===== config.mk =====
export PLATFORM = sky130hd
export DESIGN_NAME = csr_regfile
export DESIGN_NICKNAME = d
export VERILOG_FILES = /design/src/rtl/csr_pkg.sv /design/src/rtl/csr_timer.sv /design/src/rtl/csr_regfile.sv
export SDC_FILE = /design/constraint.sdc
export NUM_CORES = 1
export LEC_CHECK = 0
export ABC_CLOCK_PERIOD_IN_PS = 3210
export BUFFER_PORTS_ARGS = -buffer_cell sky130_fd_sc_hd__buf_2
export CORE_ASPECT_RATIO = 1.4
export CORE_MARGIN = 2
export CORE_UTILIZATION = 40
export DETAILED_ROUTE_END_ITERATION = 12
export GPL_TIMING_DRIVEN = 0
export PLACE_DENSITY = 0.64
export RECOVER_POWER = 50
export SYNTH_ARGS = -nofsm -noshare
export SYNTH_HDL_FRONTEND = slang
export SYNTH_SLANG_ARGS = --single-unit

===== constraint.sdc =====
create_clock -name clk -period 3.21 [get_ports clk]
set_clock_uncertainty 0.05 [all_clocks]
set_input_delay 0.4815 -clock clk [delete_from_list [all_inputs] [get_ports clk]]
set_output_delay 0.4815 -clock clk [all_outputs]
set_load 0.01 [all_outputs]

===== src/rtl/csr_pkg.sv =====
// Shared definitions for the CSR file: addresses, field layouts, exception codes
// and the set of exception codes that capture a faulting address.
package csr_pkg;

  localparam logic [13:0] CSR_CRMD      = 14'h000;
  localparam logic [13:0] CSR_PRMD      = 14'h001;
  localparam logic [13:0] CSR_ECFG      = 14'h004;
  localparam logic [13:0] CSR_ESTAT     = 14'h005;
  localparam logic [13:0] CSR_ERA       = 14'h006;
  localparam logic [13:0] CSR_BADV      = 14'h007;
  localparam logic [13:0] CSR_EENTRY    = 14'h00c;
  localparam logic [13:0] CSR_SAVE0     = 14'h030;
  localparam logic [13:0] CSR_SAVE1     = 14'h031;
  localparam logic [13:0] CSR_SAVE2     = 14'h032;
  localparam logic [13:0] CSR_SAVE3     = 14'h033;
  localparam logic [13:0] CSR_TID       = 14'h040;
  localparam logic [13:0] CSR_TCFG      = 14'h041;
  localparam logic [13:0] CSR_TVAL      = 14'h042;
  localparam logic [13:0] CSR_TICLR     = 14'h044;
  localparam logic [13:0] CSR_TLBRENTRY = 14'h088;

  typedef struct packed {
    logic [1:0] datm;
    logic [1:0] datf;
    logic       pg;
    logic       da;
    logic       ie;
    logic [1:0] plv;
  } crmd_t;

  localparam crmd_t CRMD_RESET = '{datm: 2'b00, datf: 2'b00, pg: 1'b0, da: 1'b1,
                                   ie: 1'b0, plv: 2'b00};

  // LIE bit 10 has no interrupt source behind it
  localparam logic [12:0] ECFG_LIE_WMASK = 13'h1bff;

  typedef enum logic [5:0] {
    ECODE_INT  = 6'h00,
    ECODE_PIL  = 6'h01,
    ECODE_PIS  = 6'h02,
    ECODE_PIF  = 6'h03,
    ECODE_PME  = 6'h04,
    ECODE_PPI  = 6'h07,
    ECODE_ADE  = 6'h08,
    ECODE_ALE  = 6'h09,
    ECODE_SYS  = 6'h0b,
    ECODE_BRK  = 6'h0c,
    ECODE_INE  = 6'h0d,
    ECODE_TLBR = 6'h3f
  } ecode_e;

  function automatic logic ecode_sets_badv(input logic [5:0] ecode);
    return ecode inside {ECODE_PIL, ECODE_PIS, ECODE_PIF, ECODE_PME,
                         ECODE_PPI, ECODE_ADE, ECODE_ALE, ECODE_TLBR};
  endfunction

endpackage


===== src/rtl/csr_timer.sv =====
// Interval timer (TCFG/TVAL) with expiry pulse, plus the free-running 64-bit
// stable counter.
module csr_timer (
  input  logic        clk,
  input  logic        resetn,
  input  logic        tcfg_we,
  input  logic [31:0] tcfg_wdata,
  output logic        timer_set,
  output logic [31:0] tcfg,
  output logic [31:0] tval,
  output logic [63:0] stable_cnt
);

  logic        en;
  logic        periodic;
  logic [31:0] reload_val;

  assign en         = tcfg[0];
  assign periodic   = tcfg[1];
  assign reload_val = {tcfg[31:2], 2'b00};

  // A TCFG write reloads the counter, so it suppresses the expiry pulse
  assign timer_set = !tcfg_we && en && (tval == 32'd1);

  always_ff @(posedge clk or negedge resetn) begin
    if (!resetn) begin
      tcfg       <= 32'h0;
      tval       <= 32'h0;
      stable_cnt <= 64'h0;
    end else begin
      stable_cnt <= stable_cnt + 64'd1;
      if (tcfg_we) begin
        tcfg <= tcfg_wdata;
        tval <= {tcfg_wdata[31:2], 2'b00};
      end else if (en) begin
        if (tval != 32'h0)
          tval <= tval - 32'd1;
        else if (periodic)
          tval <= reload_val;
      end
    end
  end

endmodule


===== src/rtl/csr_regfile.sv =====
// LoongArch CSR file: masked CSR writes, exception/ertn commit updates, interrupt
// pending flag and redirect targets. Timer state lives in csr_timer.
module csr_regfile #(
  parameter logic [31:0] CORE_ID = 32'h0
) (
  input  logic        clk,
  input  logic        resetn,
  input  logic        csr_re,
  input  logic [13:0] csr_num,
  output logic [31:0] csr_rvalue,
  input  logic        csr_we,
  input  logic [31:0] csr_wmask,
  input  logic [31:0] csr_wvalue,
  input  logic        wb_ex,
  input  logic [5:0]  wb_ecode,
  input  logic [8:0]  wb_esubcode,
  input  logic        wb_tlbr,
  input  logic [31:0] wb_pc,
  input  logic [31:0] wb_vaddr,
  input  logic        ertn_flush,
  input  logic [7:0]  hw_int_in,
  input  logic        ipi_int_in,
  output logic        has_int,
  output logic [31:0] ex_entry,
  output logic [31:0] ertn_entry,
  output logic [63:0] stable_cnt
);

  import csr_pkg::*;

  crmd_t       crmd;
  logic [2:0]  prmd;          // {PIE, PPLV}
  logic [12:0] ecfg_lie;
  logic [1:0]  estat_is_sw;
  logic [7:0]  estat_is_hw;
  logic        estat_ti;
  logic        estat_ipi;
  logic [5:0]  estat_ecode;
  logic [8:0]  estat_esub;
  logic [31:0] era;
  logic [31:0] badv;
  logic [25:0] eentry;
  logic [25:0] tlbrentry;
  logic [31:0] save [4];
  logic [31:0] tid;

  logic [31:0] estat_val;
  logic [31:0] csr_cur;
  logic [31:0] wr_data;
  logic        wr_ok;
  logic        tcfg_we;
  logic        ticlr_clr;
  logic        timer_set;
  logic [31:0] tcfg;
  logic [31:0] tval;

  assign estat_val = {1'b0, estat_esub, estat_ecode, 3'b000, estat_ipi, estat_ti,
                      1'b0, estat_is_hw, estat_is_sw};

  always_comb begin
    csr_cur = 32'h0;
    case (csr_num)
      CSR_CRMD:      csr_cur = {23'h0, crmd};
      CSR_PRMD:      csr_cur = {29'h0, prmd};
      CSR_ECFG:      csr_cur = {19'h0, ecfg_lie};
      CSR_ESTAT:     csr_cur = estat_val;
      CSR_ERA:       csr_cur = era;
      CSR_BADV:      csr_cur = badv;
      CSR_EENTRY:    csr_cur = {eentry, 6'h0};
      CSR_SAVE0:     csr_cur = save[0];
      CSR_SAVE1:     csr_cur = save[1];
      CSR_SAVE2:     csr_cur = save[2];
      CSR_SAVE3:     csr_cur = save[3];
      CSR_TID:       csr_cur = tid;
      CSR_TCFG:      csr_cur = tcfg;
      CSR_TVAL:      csr_cur = tval;
      CSR_TLBRENTRY: csr_cur = {tlbrentry, 6'h0};
      default:       csr_cur = 32'h0;
    endcase
  end

  // Read port is idle (zero) when WB has no valid CSR read
  assign csr_rvalue = csr_re ? csr_cur : 32'h0;

  // TICLR reads as 0, so wr_data[0] is exactly wmask&wvalue bit 0 there
  assign wr_data   = (csr_cur & ~csr_wmask) | (csr_wvalue & csr_wmask);
  assign wr_ok     = csr_we && !wb_ex && !ertn_flush;
  assign tcfg_we   = wr_ok && (csr_num == CSR_TCFG);
  assign ticlr_clr = wr_ok && (csr_num == CSR_TICLR) && wr_data[0];

  assign has_int    = crmd.ie && |(estat_val[12:0] & ecfg_lie);
  assign ex_entry   = wb_tlbr ? {tlbrentry, 6'h0} : {eentry, 6'h0};
  assign ertn_entry = era;

  csr_timer u_timer (
    .clk        (clk),
    .resetn     (resetn),
    .tcfg_we    (tcfg_we),
    .tcfg_wdata (wr_data),
    .timer_set  (timer_set),
    .tcfg       (tcfg),
    .tval       (tval),
    .stable_cnt (stable_cnt)
  );

  always_ff @(posedge clk or negedge resetn) begin
    if (!resetn) begin
      crmd        <= CRMD_RESET;
      prmd        <= 3'h0;
      ecfg_lie    <= 13'h0;
      estat_is_sw <= 2'h0;
      estat_ecode <= 6'h0;
      estat_esub  <= 9'h0;
      era         <= 32'h0;
      badv        <= 32'h0;
      eentry      <= 26'h0;
      tlbrentry   <= 26'h0;
      for (int i = 0; i < 4; i++) save[i] <= 32'h0;
      tid         <= CORE_ID;
    end else if (wb_ex) begin
      prmd        <= {crmd.ie, crmd.plv};
      crmd.plv    <= 2'b00;
      crmd.ie     <= 1'b0;
      if (wb_tlbr) begin
        crmd.da <= 1'b1;
        crmd.pg <= 1'b0;
      end
      estat_ecode <= wb_ecode;
      estat_esub  <= wb_esubcode;
      era         <= wb_pc;
      if (ecode_sets_badv(wb_ecode))
        badv <= wb_vaddr;
    end else if (ertn_flush) begin
      crmd.plv <= prmd[1:0];
      crmd.ie  <= prmd[2];
      // Returning from a TLB refill handler re-enables mapped translation
      if (estat_ecode == ECODE_TLBR) begin
        crmd.da <= 1'b0;
        crmd.pg <= 1'b1;
      end
    end else if (csr_we) begin
      case (csr_num)
        CSR_CRMD:      crmd        <= crmd_t'(wr_data[8:0]);
        CSR_PRMD:      prmd        <= wr_data[2:0];
        CSR_ECFG:      ecfg_lie    <= wr_data[12:0] & ECFG_LIE_WMASK;
        CSR_ESTAT:     estat_is_sw <= wr_data[1:0];
        CSR_ERA:       era         <= wr_data;
        CSR_BADV:      badv        <= wr_data;
        CSR_EENTRY:    eentry      <= wr_data[31:6];
        CSR_SAVE0:     save[0]     <= wr_data;
        CSR_SAVE1:     save[1]     <= wr_data;
        CSR_SAVE2:     save[2]     <= wr_data;
        CSR_SAVE3:     save[3]     <= wr_data;
        CSR_TID:       tid         <= wr_data;
        CSR_TLBRENTRY: tlbrentry   <= wr_data[31:6];
        default: ;
      endcase
    end
  end

  // Interrupt lines are sampled every cycle regardless of commit activity
  always_ff @(posedge clk or negedge resetn) begin
    if (!resetn) begin
      estat_is_hw <= 8'h0;
      estat_ipi   <= 1'b0;
      estat_ti    <= 1'b0;
    end else begin
      estat_is_hw <= hw_int_in;
      estat_ipi   <= ipi_int_in;
      if (timer_set)
        estat_ti <= 1'b1;
      else if (ticlr_clr)
        estat_ti <= 1'b0;
    end
  end

endmodule

==> results of run 1 <==
## cell families (layout without fill, tap and decap cells)
logic type	Yosys count	after routing	synth area share (%)
other	1	6	0.0156
XOR/XNOR	65	65	2.37
buffers and inverters	247	801	4.63
multiplexers	109	109	5.06
AND/OR/NAND/NOR	891	891	19.7
AO/OA/AOI/OAI	764	764	20.6
adder cells (fa/ha/maj)	4	4	0.208
flip-flops	455	455	47.4
## final timing paths
| check | startpoint | endpoint | slack, ns | depth (start not counted) |
|---|---|---|---|---|
| max in group asynchronous | resetn | prmd[1]$_DFFE_PN0P_ | 0.34 | 4 |
| worst min-delay path | wb_pc[28] | ertn_entry[28]$_DFFE_PN0P_ | 0.02 | 2 |
| worst max register to register | u_timer.tval[9]$_DFFE_PN0P_ | save[105]$_DFFE_PN0P_ | -0.04 | 6 |
| worst min register to register | save[7]$_DFFE_PN0P_ | save[7]$_DFFE_PN0P_ | 0.42 | 2 |
| worst max-delay path | csr_re | csr_rvalue[19] | -0.15 | 5 |
| min in group asynchronous | resetn | u_timer.stable_cnt[63]$_DFF_PN0_ | 0.87 | 2 |
## metal layers
| layer | vias up | routed length, µm | global-route usage, % | share of wire (%) |
|---|---|---|---|---|
| met2 | 1760 | 58200 | 64.6 | 45 |
| met3 | 570 | 12400 | 9.26 | 9.7 |
| met1 | 12581 | 44100 | 46.7 | 34 |
| met5 | - | 13 | 0 | 0.010 |
| met4 | 2 | 13700 | 34.2 | 11 |
| li1 | 10379 | - | - | - |
## power by group through the flow
stage	clock (W)	sequential, W	combinational [W]
3_5_place_dp	0	0.00634	0.00146
5_1_grt	0.00621	0.00626	0.00172
6_report	0.00600	0.00627	0.00164
4_1_cts	0.00600	0.00624	0.00159
3_3_place_gp	0	0.00634	0.00141
2_1_floorplan	0	0.00620	0.000728
## cell type report
| class | count | area [µm²] | share of cell area, % |
|---|---|---|---|
| Buffer | 201 | 1350 | 4.38 |
| Inverter | 37 | 139 | 0.450 |
| Clock inverter | 24 | 233 | 0.754 |
| Timing Repair Buffer | 475 | 3180 | 10.3 |
| Tap cell | 756 | 946 | 3.06 |
| Clock buffer | 64 | 1420 | 4.61 |
| Multi-Input combinational cell | 1839 | 12200 | 39.5 |
| Sequential cell | 455 | 11400 | 36.9 |
## stage by stage
step	util, %	power, W
2_1_floorplan	-	0.00693
3_3_place_gp	44.7	0.00776
5_1_grt	51.8	0.0142
4_1_cts	51.4	0.0138
6_report	51.8	0.0139
3_5_place_dp	45.0	0.00781
## state kept, by name, summed over array words and instances (netlist names)
name	flops
badv	32
save	128
u_timer.tcfg	32
crmd	9
estat_esub	9
eentry	26
estat_ecode	6
estat_is_hw	8
estat_ti	1
tid	32
ertn_entry	32
prmd	3
ecfg_lie	12
u_timer.tval	32
estat_is_sw	2
estat_ipi	1
u_timer.stable_cnt	64
tlbrentry	26
## cells in the final DEF, fill, tap and decap left out, types with 42 or more instances in the layout
master,netlist,final
dfrtp_1,454,452
nand2_1,361,355
buf_2,36,236
o21ai_0,216,210
clkbuf_1,135,204
o21ai_1,117,119
buf_4,27,102
nor2_1,101,92
nand3_1,79,77
a21oi_1,82,77
mux2_2,69,69
a22oi_1,66,58
clkbuf_16,0,50
nand4_1,45,45
and3_1,43,43
xnor2_1,42,42
## timing repair
item | in CTS | in global routing
resized for setup | 249 | 63
setup buffers | 105 | 24
cloned | 4 | 1
pin swaps | 58 | 32
hold buffers | 10 | 0
setup endpoints to repair | 381 | 75
hold endpoints to repair | 75 | 0
## critical path: cells and delay by family
kind	cells	cell delay, ns
buf+inv	4	1.86
compound gates	1	0.48
==> summary.md, run 1 <==
| Metric | Value |
|---|---|
| Fill count | `5,619` |
| Comb pwr share | `11.8%` |
| Sw frac | `28.8%` |
| Inst Count DP | `3,630` |
| Max Cap Viol | `1` |
| Cell taking the most area after synthesis | `dfrtp_1` |
| Final instance area | `0.0309 mm²` |
| Largest stage delay on the critical path | `0.73 ns` |
| FP Rows | `106` |
| Clock Path Buffers | `3` |
| Most common flop cell mapped by yosys | `dfrtp_1` |
| Placed instance area | `0.0268 mm²` |
| Post-route ant nets | `0` |
| Critical path type | `in -> out` |
| Setup TNS | `-1.67 ns` |
| Failing checks | `max-capacitance violations, max-slew violations, negative setup slack` |
| Final setup margin | `-0.150 ns` |
| Top cells by area, synth | `dfrtp_1 47%, nand2_1 5.6%, o21ai_0 4.5%, mux2_2 3.2%, o21ai_1 2.4%` |
| CTS buffer count | `49` |
| Power per cell area | `451 mW/mm²` |
| Worst endpoint data arrival time | `2.83 ns` |
| Vias in the first global route | `24,743` |
| Later-pin clock latency in the skew report | `0.62 ns` |
| Min-delay worst type | `in -> reg` |
| Initial DRC Count | `3,359` |
| Die width | `211 µm` |
| First-pass GRT wire length | `179,000 µm` |
| Sequential area share after synthesis | `47.4%` |
| Final hold violation count | `0` |
| Num ports | `334` |
| Initial antenna violation count | `3` |
| Antenna cells | `0` |
| Sequential Power Share | `45.1%` |
| Post-synthesis cell area | `0.0240 mm²` |
| Final HPWL DP | `93,600 µm` |
| Yosys warns | `0` |
| Flops & latches, synth | `455` |
| Clock power frac | `43.1%` |
| Vias | `25,292` |
| Port bufs | `324` |
| CTS tree | `built` |
| Slew HR | `-30.7%` |
| Endpoint class of the critical path | `output port` |
| Worst Tran Pin Value | `1.96 ns` |
| GRT overflow | `0` |
| H-tree levels | `2` |
| Leakage | `13.4 nW` |
| Avg WL per Cell | `33.3 µm` |
| Critical path startpoint category | `input pin` |
| EDFF count, synth | `0` |
| CTS Root Cell | `clkbuf_16` |
| Switching power total | `0.00401 W` |
| Final setup vio count | `36` |
| Proportion of layout cells with a drive suffix above 1 | `24.3%` |
| Most used cell, CP | `buf_2` |
| Status | `finished, violations left` |
| Clock-pin transition on the worst setup and hold timing paths | `0.06 ns` |
| Yosys cell types | `94` |
| Cells after synthesis | `2,536` |
| Core area | `0.0595 mm²` |
| Final WL | `128,000 µm` |
| CTS sink cnt | `455` |
| Syn Area/Cell | `9.47 µm²` |
| Pre-CTS WS | `-1.64 ns` |
| WP data required | `2.68 ns` |
| Max Fclk | `298 MHz` |
| Placer Congestion | `1.01` |
| Die height | `294 µm` |
| Hold Slack | `0.0186 ns` |
| Minimum clock period after layout | `3.36 ns` |
| Die area | `0.0620 mm²` |
| Crit path max fanout | `10` |
| Int Pwr | `0.00991 W` |
| Slowest stage cell on the critical path | `clkinv_1` |
| 1st-pass router iterations | `7` |
| Critical-path cell list | `buf_2 -> clkinv_1 -> clkbuf_1 -> a31oi_2 -> buf_2` |
| DRC viols | `0` |
| Nets | `3,235` |
| Most frequent cell after synthesis | `dfrtp_1` |
| Max IR drop VDD | `418 µV` |
| Ys async rst share | `100%` |
| Vias/cell | `6.57` |
| Largest net degree at the start of global routing | `121` |
| Post-synth top cells | `454 x dfrtp_1, 361 x nand2_1, 216 x o21ai_0, 135 x clkbuf_1, 117 x o21ai_1` |
| Final period utilization | `105%` |
| Fin cells | `3,851` |
| Slew Viols, Final | `68` |
| Synthesis-to-layout area growth | `28.5%` |
| GR Util All Layers | `40.7%` |
| RSZ-0062 raised after global routing | `yes` |
| Starting density of the core | `40.3%` |
| Synth top area share | `47.3%` |
Power figures use the tool's default switching activity.
==> run 2, diff against run 1 <==
--- a/config.mk
+++ b/config.mk
@@ -11,7 +11,6 @@
 export CORE_MARGIN = 2
 export CORE_UTILIZATION = 40
 export DETAILED_ROUTE_END_ITERATION = 12
-export GPL_TIMING_DRIVEN = 0
 export PLACE_DENSITY = 0.64
 export RECOVER_POWER = 50
 export SYNTH_ARGS = -nofsm -noshare
==> summary.md, run 2 (synthesis results as in run 1) <==
| Metric | Value |
|---|---|
| Status | `finished, violations left` |
| Failing checks | `max-capacitance violations, max-slew violations, negative setup slack` |
| Leakage | `13.8 nW (+3.3%)` |
| Placer Congestion | `1.00 (-0.49%)` |
| Total power | `0.0139 W (-0.35%)` |
| GR Util All Layers | `34.8% (-5.9 points)` |
| FP Rows | `106 (unchanged)` |
| DRC viols | `0 (unchanged)` |
| Worst endpoint data arrival time | `2.70 ns (-0.13 ns)` |
| WP data required | `2.68 ns (about the same)` |
| Final hold violation count | `0 (unchanged)` |
| Avg WL per Cell | `28.2 µm (-15%)` |
| Vias/cell | `6.19 (-5.7%)` |
| Critical path type | `in -> out` |
| RSZ-0062 raised after global routing | `yes` |
| Proportion of layout cells with a drive suffix above 1 | `27.6% (+3.3 points)` |
| Initial DRC Count | `2,515 (-25%)` |
| Max Cap Viol | `2 (+1)` |
| Final instance area | `0.0307 mm² (-0.48%)` |
| First-pass GRT wire length | `158,000 µm (-12%)` |
| Min-delay worst type | `in -> reg` |
| 1st-pass router iterations | `6 (-1)` |
| H-tree levels | `2 (unchanged)` |
| Routing usage on met2 | `57.4% (-7.1 points)` |
| Critical path startpoint category | `input pin` |
| CTS buffer count | `48 (-2.0%)` |
| Vias in the first global route | `23,701 (-4.2%)` |
| M3 GR Usage | `5.99% (-3.3 points)` |
| Antenna cells | `0 (unchanged)` |
| Final period utilization | `101% (-3.9 points)` |
| Most common cell after layout, fill and taps aside | `dfrtp_1` |
| Largest registers | `save (128), u_timer.stable_cnt (64)` |
| Final setup margin | `-0.0263 ns (+0.124 ns)` |
| Power per cell area | `451 mW/mm² (+0.14%)` |
| Post-route ant nets | `0 (unchanged)` |
| Num ports | `334 (unchanged)` |
| Nets | `3,226 (-0.28%)` |
| Slew HR | `-65.0% (-34 points)` |
| CTS tree | `built` |
| Max Fclk | `309 MHz (+3.8%)` |
| GR peak layer | `met2` |
| Worst Tran Pin Value | `2.48 ns (+0.514 ns)` |
| Vias | `23,783 (-6.0%)` |
| CTS Root Cell | `clkbuf_16` |
| Largest net degree at the start of global routing | `94 (-22%)` |
| Later-pin clock latency in the skew report | `0.59 ns (-0.03 ns)` |
| Clock Path Buffers | `3 (unchanged)` |
| Met1 usage | `39.2% (-7.5 points)` |
| Crit path max fanout | `13 (+3)` |
| Most frequent cells in the layout | `454 x dfrtp_1, 354 x nand2_1, 293 x buf_2` |
| Core area | `0.0595 mm² (unchanged)` |
| Final WL | `108,000 µm (-15%)` |
| Starting density of the core | `40.3% (unchanged)` |
| Die width | `211 µm (unchanged)` |
| Endpoint class of the critical path | `output port` |
| Largest Register | `save` |
| Minimum clock period after layout | `3.24 ns (-0.124 ns)` |
| Clock-pin transition on the worst setup and hold timing paths | `0.06 ns (about the same)` |
| Final HPWL DP | `82,400 µm (-12%)` |
| Max reg flops | `128 (unchanged)` |
| Die area | `0.0620 mm² (unchanged)` |
| Fill count | `5,516 (-1.8%)` |
| Initial antenna violation count | `0 (-3)` |
| Final setup vio count | `1 (-97%)` |
| Die height | `294 µm (unchanged)` |
| Port bufs | `327 (+0.93%)` |
| Synthesis-to-layout area growth | `27.9%` |
| GRT overflow | `0 (unchanged)` |
| CTS sink cnt | `455 (unchanged)` |
| Max IR drop VDD | `395 µV (-5.5%)` |
| Slew Viols, Final | `120 (+76%)` |
| Placed instance area | `0.0288 mm² (+7.4%)` |
| Final core utilization | `51.6% (-0.25 points)` |
run 2: path summary, 6_finish.rpt:
| check | slack (ns) | depth (start not counted) | to | start |
|---|---|---|---|---|
| max | -0.03 | 9 | csr_rvalue[22] | csr_num[10] |
| min | 0.06 | 3 | ertn_entry[11]$_DFFE_PN0P_ | wb_pc[11] |
| max reg2reg | 0.29 | 6 | u_timer.tval[16]$_DFFE_PN0P_ | u_timer.tval[24]$_DFFE_PN0P_ |
| min reg2reg | 0.42 | 2 | save[86]$_DFFE_PN0P_ | save[86]$_DFFE_PN0P_ |
| max in group asynchronous | 0.34 | 3 | ertn_entry[1]$_DFFE_PN0P_ | resetn |
| min in group asynchronous | 1.16 | 2 | u_timer.stable_cnt[63]$_DFF_PN0_ | resetn |
run 2: what timing repair did:
action,in CTS,in global routing
pin swaps,3,9
buffers inserted,4,7
hold buffers,10,0
endpoints found under the setup margin,15,15
gates resized for setup,14,12
hold endpoints to repair,87,0
run 2: layout make-up:
cell class / count / area [µm²] / area share (%)
Multi-Input combinational cell: 1839 / 11800 / 38.3
Sequential cell: 455 / 11400 / 37.1
Timing Repair Buffer: 668 / 4780 / 15.6
Clock buffer: 67 / 1410 / 4.60
Tap cell: 756 / 946 / 3.08
Clock inverter: 19 / 283 / 0.921
Inverter: 37 / 139 / 0.452
run 2: where the power goes:
| group | internal [W] | leakage [nW] | switching [W] |
|---|---|---|---|
| registers | 0.00596 | 6.09 | 0.000298 |
| clock network | 0.00363 | 0.824 | 0.00240 |
| logic | 0.000637 | 6.91 | 0.000941 |
run 2: stage by stage:
stage               hold slack (ns)  setup slack [ns]  std cells  setup TNS, ns
floorplan                     0.136             0.232       2541              0
global placement              0.404            -0.140       3735         -0.720
detailed placement            0.409            -0.206       3735          -1.75
CTS                          0.0394           0.00143       3835              0
global route                 0.0634           -0.0190       3841         -0.417
finish                       0.0619           -0.0263       3841        -0.0263
run 2: layer usage:
layer,routed length [µm],up-vias
li1,-,10370
met1,38300,11630
met2,51100,1363
met3,8050,420
met4,11100,0
met5,0,-
run 2: worst max-delay path, cell delays in order:
cell and delay [ns]:
buf_2 0.11, or4_4 0.61, buf_12 0.20, nor4_1 0.44, a41oi_1 0.12, nand4_1 0.26, buf_4 0.17, and2_1 0.16
buf_2 0.15
==> run 3, diff against run 2 <==
--- a/config.mk
+++ b/config.mk
@@ -7,11 +7,13 @@
 export LEC_CHECK = 0
 export ABC_CLOCK_PERIOD_IN_PS = 3210
 export BUFFER_PORTS_ARGS = -buffer_cell sky130_fd_sc_hd__buf_2
+export CELL_PAD_IN_SITES_DETAIL_PLACEMENT = 1
+export CELL_PAD_IN_SITES_GLOBAL_PLACEMENT = 1
 export CORE_ASPECT_RATIO = 1.4
 export CORE_MARGIN = 2
 export CORE_UTILIZATION = 40
 export DETAILED_ROUTE_END_ITERATION = 12
-export PLACE_DENSITY = 0.64
+export PLACE_DENSITY = 0.78
 export RECOVER_POWER = 50
 export SYNTH_ARGS = -nofsm -noshare
 export SYNTH_HDL_FRONTEND = slang
==> summary.md, run 3 (synthesis results as in run 1) <==
| Metric | Value |
|---|---|
| Largest registers | `save (128), u_timer.stable_cnt (64)` |
| Critical-path cell list | `buf_6 -> or4_4 -> clkbuf_16 -> nor4_4 -> buf_4 -> a22oi_2 -> nand4_1 -> nor2_1 -> nor2_2 -> buf_2` |
| Critical path type | `in -> out` |
| Avg WL per Cell | `31.8 µm (+13%)` |
| Proportion of layout cells with a drive suffix above 1 | `28.3% (+0.67 points)` |
| FP Rows | `106 (unchanged)` |
| CTS Root Cell | `clkbuf_16` |
| CTS tree | `built` |
| R2R Path End | `u_timer.tval[31]$_DFFE_PN0P_` |
| Final HPWL DP | `91,600 µm (+11%)` |
| Fill count | `6,801 (+23%)` |
| Most common cell after layout, fill and taps aside | `dfrtp_1` |
| Minimum clock period after layout | `3.25 ns (+0.0118 ns)` |
| Most frequent cells in the layout | `454 x dfrtp_1, 355 x nand2_1, 282 x buf_2` |
| Met1 usage | `42.5% (+3.3 points)` |
| DRC viols | `0 (unchanged)` |
| Vias/cell | `6.46 (+4.3%)` |
| Area used by multi-input combinational logic | `0.0118 mm² (+0.64%)` |
| 1st-pass router iterations | `8 (+2)` |
| Final instance area | `0.0311 mm² (+1.3%)` |
| Port bufs | `327 (unchanged)` |
| Placed instance area | `0.0289 mm² (+0.36%)` |
| Max IR drop VDD | `388 µV (-1.8%)` |
| Power per cell area | `442 mW/mm² (-2.0%)` |
| Slew HR | `-58.2% (+6.8 points)` |
| Num ports | `334 (unchanged)` |
| Routing usage on met2 | `65.4% (+8.0 points)` |
| Crit path max fanout | `5 (-8)` |
| Max reg flops | `128 (unchanged)` |
| Cells on worst reg2reg path | `9 (+3)` |
| GR Util All Layers | `39.4% (+4.6 points)` |
| GRT overflow | `0 (unchanged)` |
| Final setup vio count | `2 (+1)` |
| Largest Register | `save` |
| Slew Viols, Final | `39 (-68%)` |
| Largest net degree at the start of global routing | `101 (+7.4%)` |
| Core area | `0.0595 mm² (unchanged)` |
| Initial antenna violation count | `4 (+4)` |
| GR peak layer | `met2` |
| Pre-CTS WS | `-0.151 ns (+0.0549 ns)` |
| Nets | `3,252 (+0.81%)` |
| Final period utilization | `101% (+0.37 points)` |
| Max Cap Viol | `1 (-1)` |
| Status | `finished, violations left` |
| Placer Congestion | `1.02 (+2.0%)` |
| Worst setup path start | `csr_num[9]` |
| H-tree levels | `2 (unchanged)` |
| Failing checks | `max-capacitance violations, max-slew violations, negative setup slack` |
| Vias | `25,005 (+5.1%)` |
| Initial DRC Count | `2,158 (-14%)` |
| Leakage | `14.0 nW (+1.5%)` |
| Hold Slack | `0.0146 ns (-0.0474 ns)` |
| Synthesis-to-layout area growth | `29.5%` |
| Slack of the worst reg-to-reg path | `0.05 ns (-0.24 ns)` |
| Slowest stage cell on the critical path | `or4_4` |
| Worst Tran Pin Value | `2.37 ns (-0.103 ns)` |
| Endpoint class of the critical path | `output port` |
| Final WL | `123,000 µm (+14%)` |
| Largest stage delay on the critical path | `0.62 ns (about the same)` |
| Final setup margin | `-0.0382 ns (-0.0118 ns)` |
| Die area | `0.0620 mm² (unchanged)` |
| Die height | `294 µm (unchanged)` |
| Clock Path Buffers | `3 (unchanged)` |
| WP data required | `2.68 ns (about the same)` |
| Worst setup endpoint | `csr_rvalue[30]` |
| Later-pin clock latency in the skew report | `0.63 ns (+0.04 ns)` |
| Starting density of the core | `40.3% (unchanged)` |
| Hold path start | `wb_pc[28]` |
| M3 GR Usage | `7.81% (+1.8 points)` |
| Die width | `211 µm (unchanged)` |
| CTS buffer count | `49 (+2.1%)` |
| CTS sink cnt | `455 (unchanged)` |
| Register area | `0.0114 mm² (unchanged)` |
| Max Fclk | `308 MHz (-0.36%)` |
| RSZ-0062 raised after global routing | `yes` |
| Critical path startpoint category | `input pin` |
| Min-delay worst type | `in -> reg` |
| Vias in the first global route | `26,432 (+12%)` |
| Post-route ant nets | `0 (unchanged)` |
| First-pass GRT wire length | `178,000 µm (+13%)` |
| Total power | `0.0138 W (-0.77%)` |
| Final core utilization | `52.2% (+0.66 points)` |
| Reg2Reg Launch Point | `u_timer.tval[28]$_DFFE_PN0P_` |
| Final hold violation count | `0 (unchanged)` |
| Clock-pin transition on the worst setup and hold timing paths | `0.06 ns (about the same)` |
| Worst endpoint data arrival time | `2.72 ns (+0.02 ns)` |
[run 3: changes by cell type in the layout (fill, tap and decap cells not counted), sizes merged]
| cell | previous run | this run |
|---|---|---|
| buf | 613 | 636 |
| bufinv | 7 | 3 |
| clkbuf | 112 | 113 |
| clkdlybuf4s15 | 0 | 1 |
| clkinv | 8 | 16 |
| clkinvlp | 5 | 2 |
| diode | 0 | 1 |
| dlymetal6s4s | 0 | 1 |
| inv | 36 | 39 |
[run 3: repair_timing]
| action | CTS | global route |
|---|---|---|
| cloned | 1 | 5 |
| gates resized for setup | 19 | 53 |
| pin swaps | 5 | 16 |
| setup buffers | 4 | 15 |
| hold buffers | 10 | 0 |
| endpoints found under the hold margin | 44 | 0 |
| endpoints found under the setup margin | 18 | 27 |
[run 3: where the power goes]
group | internal, W | switching (W)
sequential | 0.00596 | 0.000282
clock | 0.00325 | 0.00259
combinational | 0.000662 | 0.00102
total | 0.00987 | 0.00389
[run 3: final cells by class]
type / instances / share of cell area [%]
Timing Repair Buffer: 693 / 16.7
Inverter: 37 / 0.446
Clock inverter: 23 / 0.748
Antenna cell: 1 / 0.00804
Tap cell: 756 / 3.04
Sequential cell: 455 / 36.6
Multi-Input combinational cell: 1839 / 38.1
Clock buffer: 68 / 4.40
[run 3: through the flow]
stage | cells | TNS [ns]
final | 3872 | -0.0604
after detailed placement | 3746 | -2.84
after global placement | 3746 | -0.786
after floorplan | 2541 | 0
after global routing | 3872 | -0.803
after CTS | 3852 | 0
[run 3: layer usage]
layer / wire, µm / up-vias / part of all wire (%)
met5: 26 / - / 0.021
met4: 12800 / 4 / 10
met3: 9340 / 548 / 7.6
met2: 58400 / 1346 / 47
met1: 42600 / 12696 / 35
li1: - / 10411 / -
[run 3: critical path, delay by kind of cell]
family,cells,cell delay (ns)
AOI/OAI and AO/OA,1,0.08
buffers and inverters,4,0.71
and+or+nand+nor,5,1.43
[run 3: how the worst min path moves through the flow]
stage                                       endpoint  slack (ns)  cells past startpoint
floorplan                        badv[0]$_DFFE_PN0P_        0.14                      0
global placement    u_timer.stable_cnt[49]$_DFF_PN0_        0.37                      1
detailed placement  u_timer.stable_cnt[49]$_DFF_PN0_        0.37                      1
CTS                       ertn_entry[28]$_DFFE_PN0P_       0.004                      2
global route              ertn_entry[28]$_DFFE_PN0P_        0.02                      2
finish                    ertn_entry[28]$_DFFE_PN0P_        0.01                      2
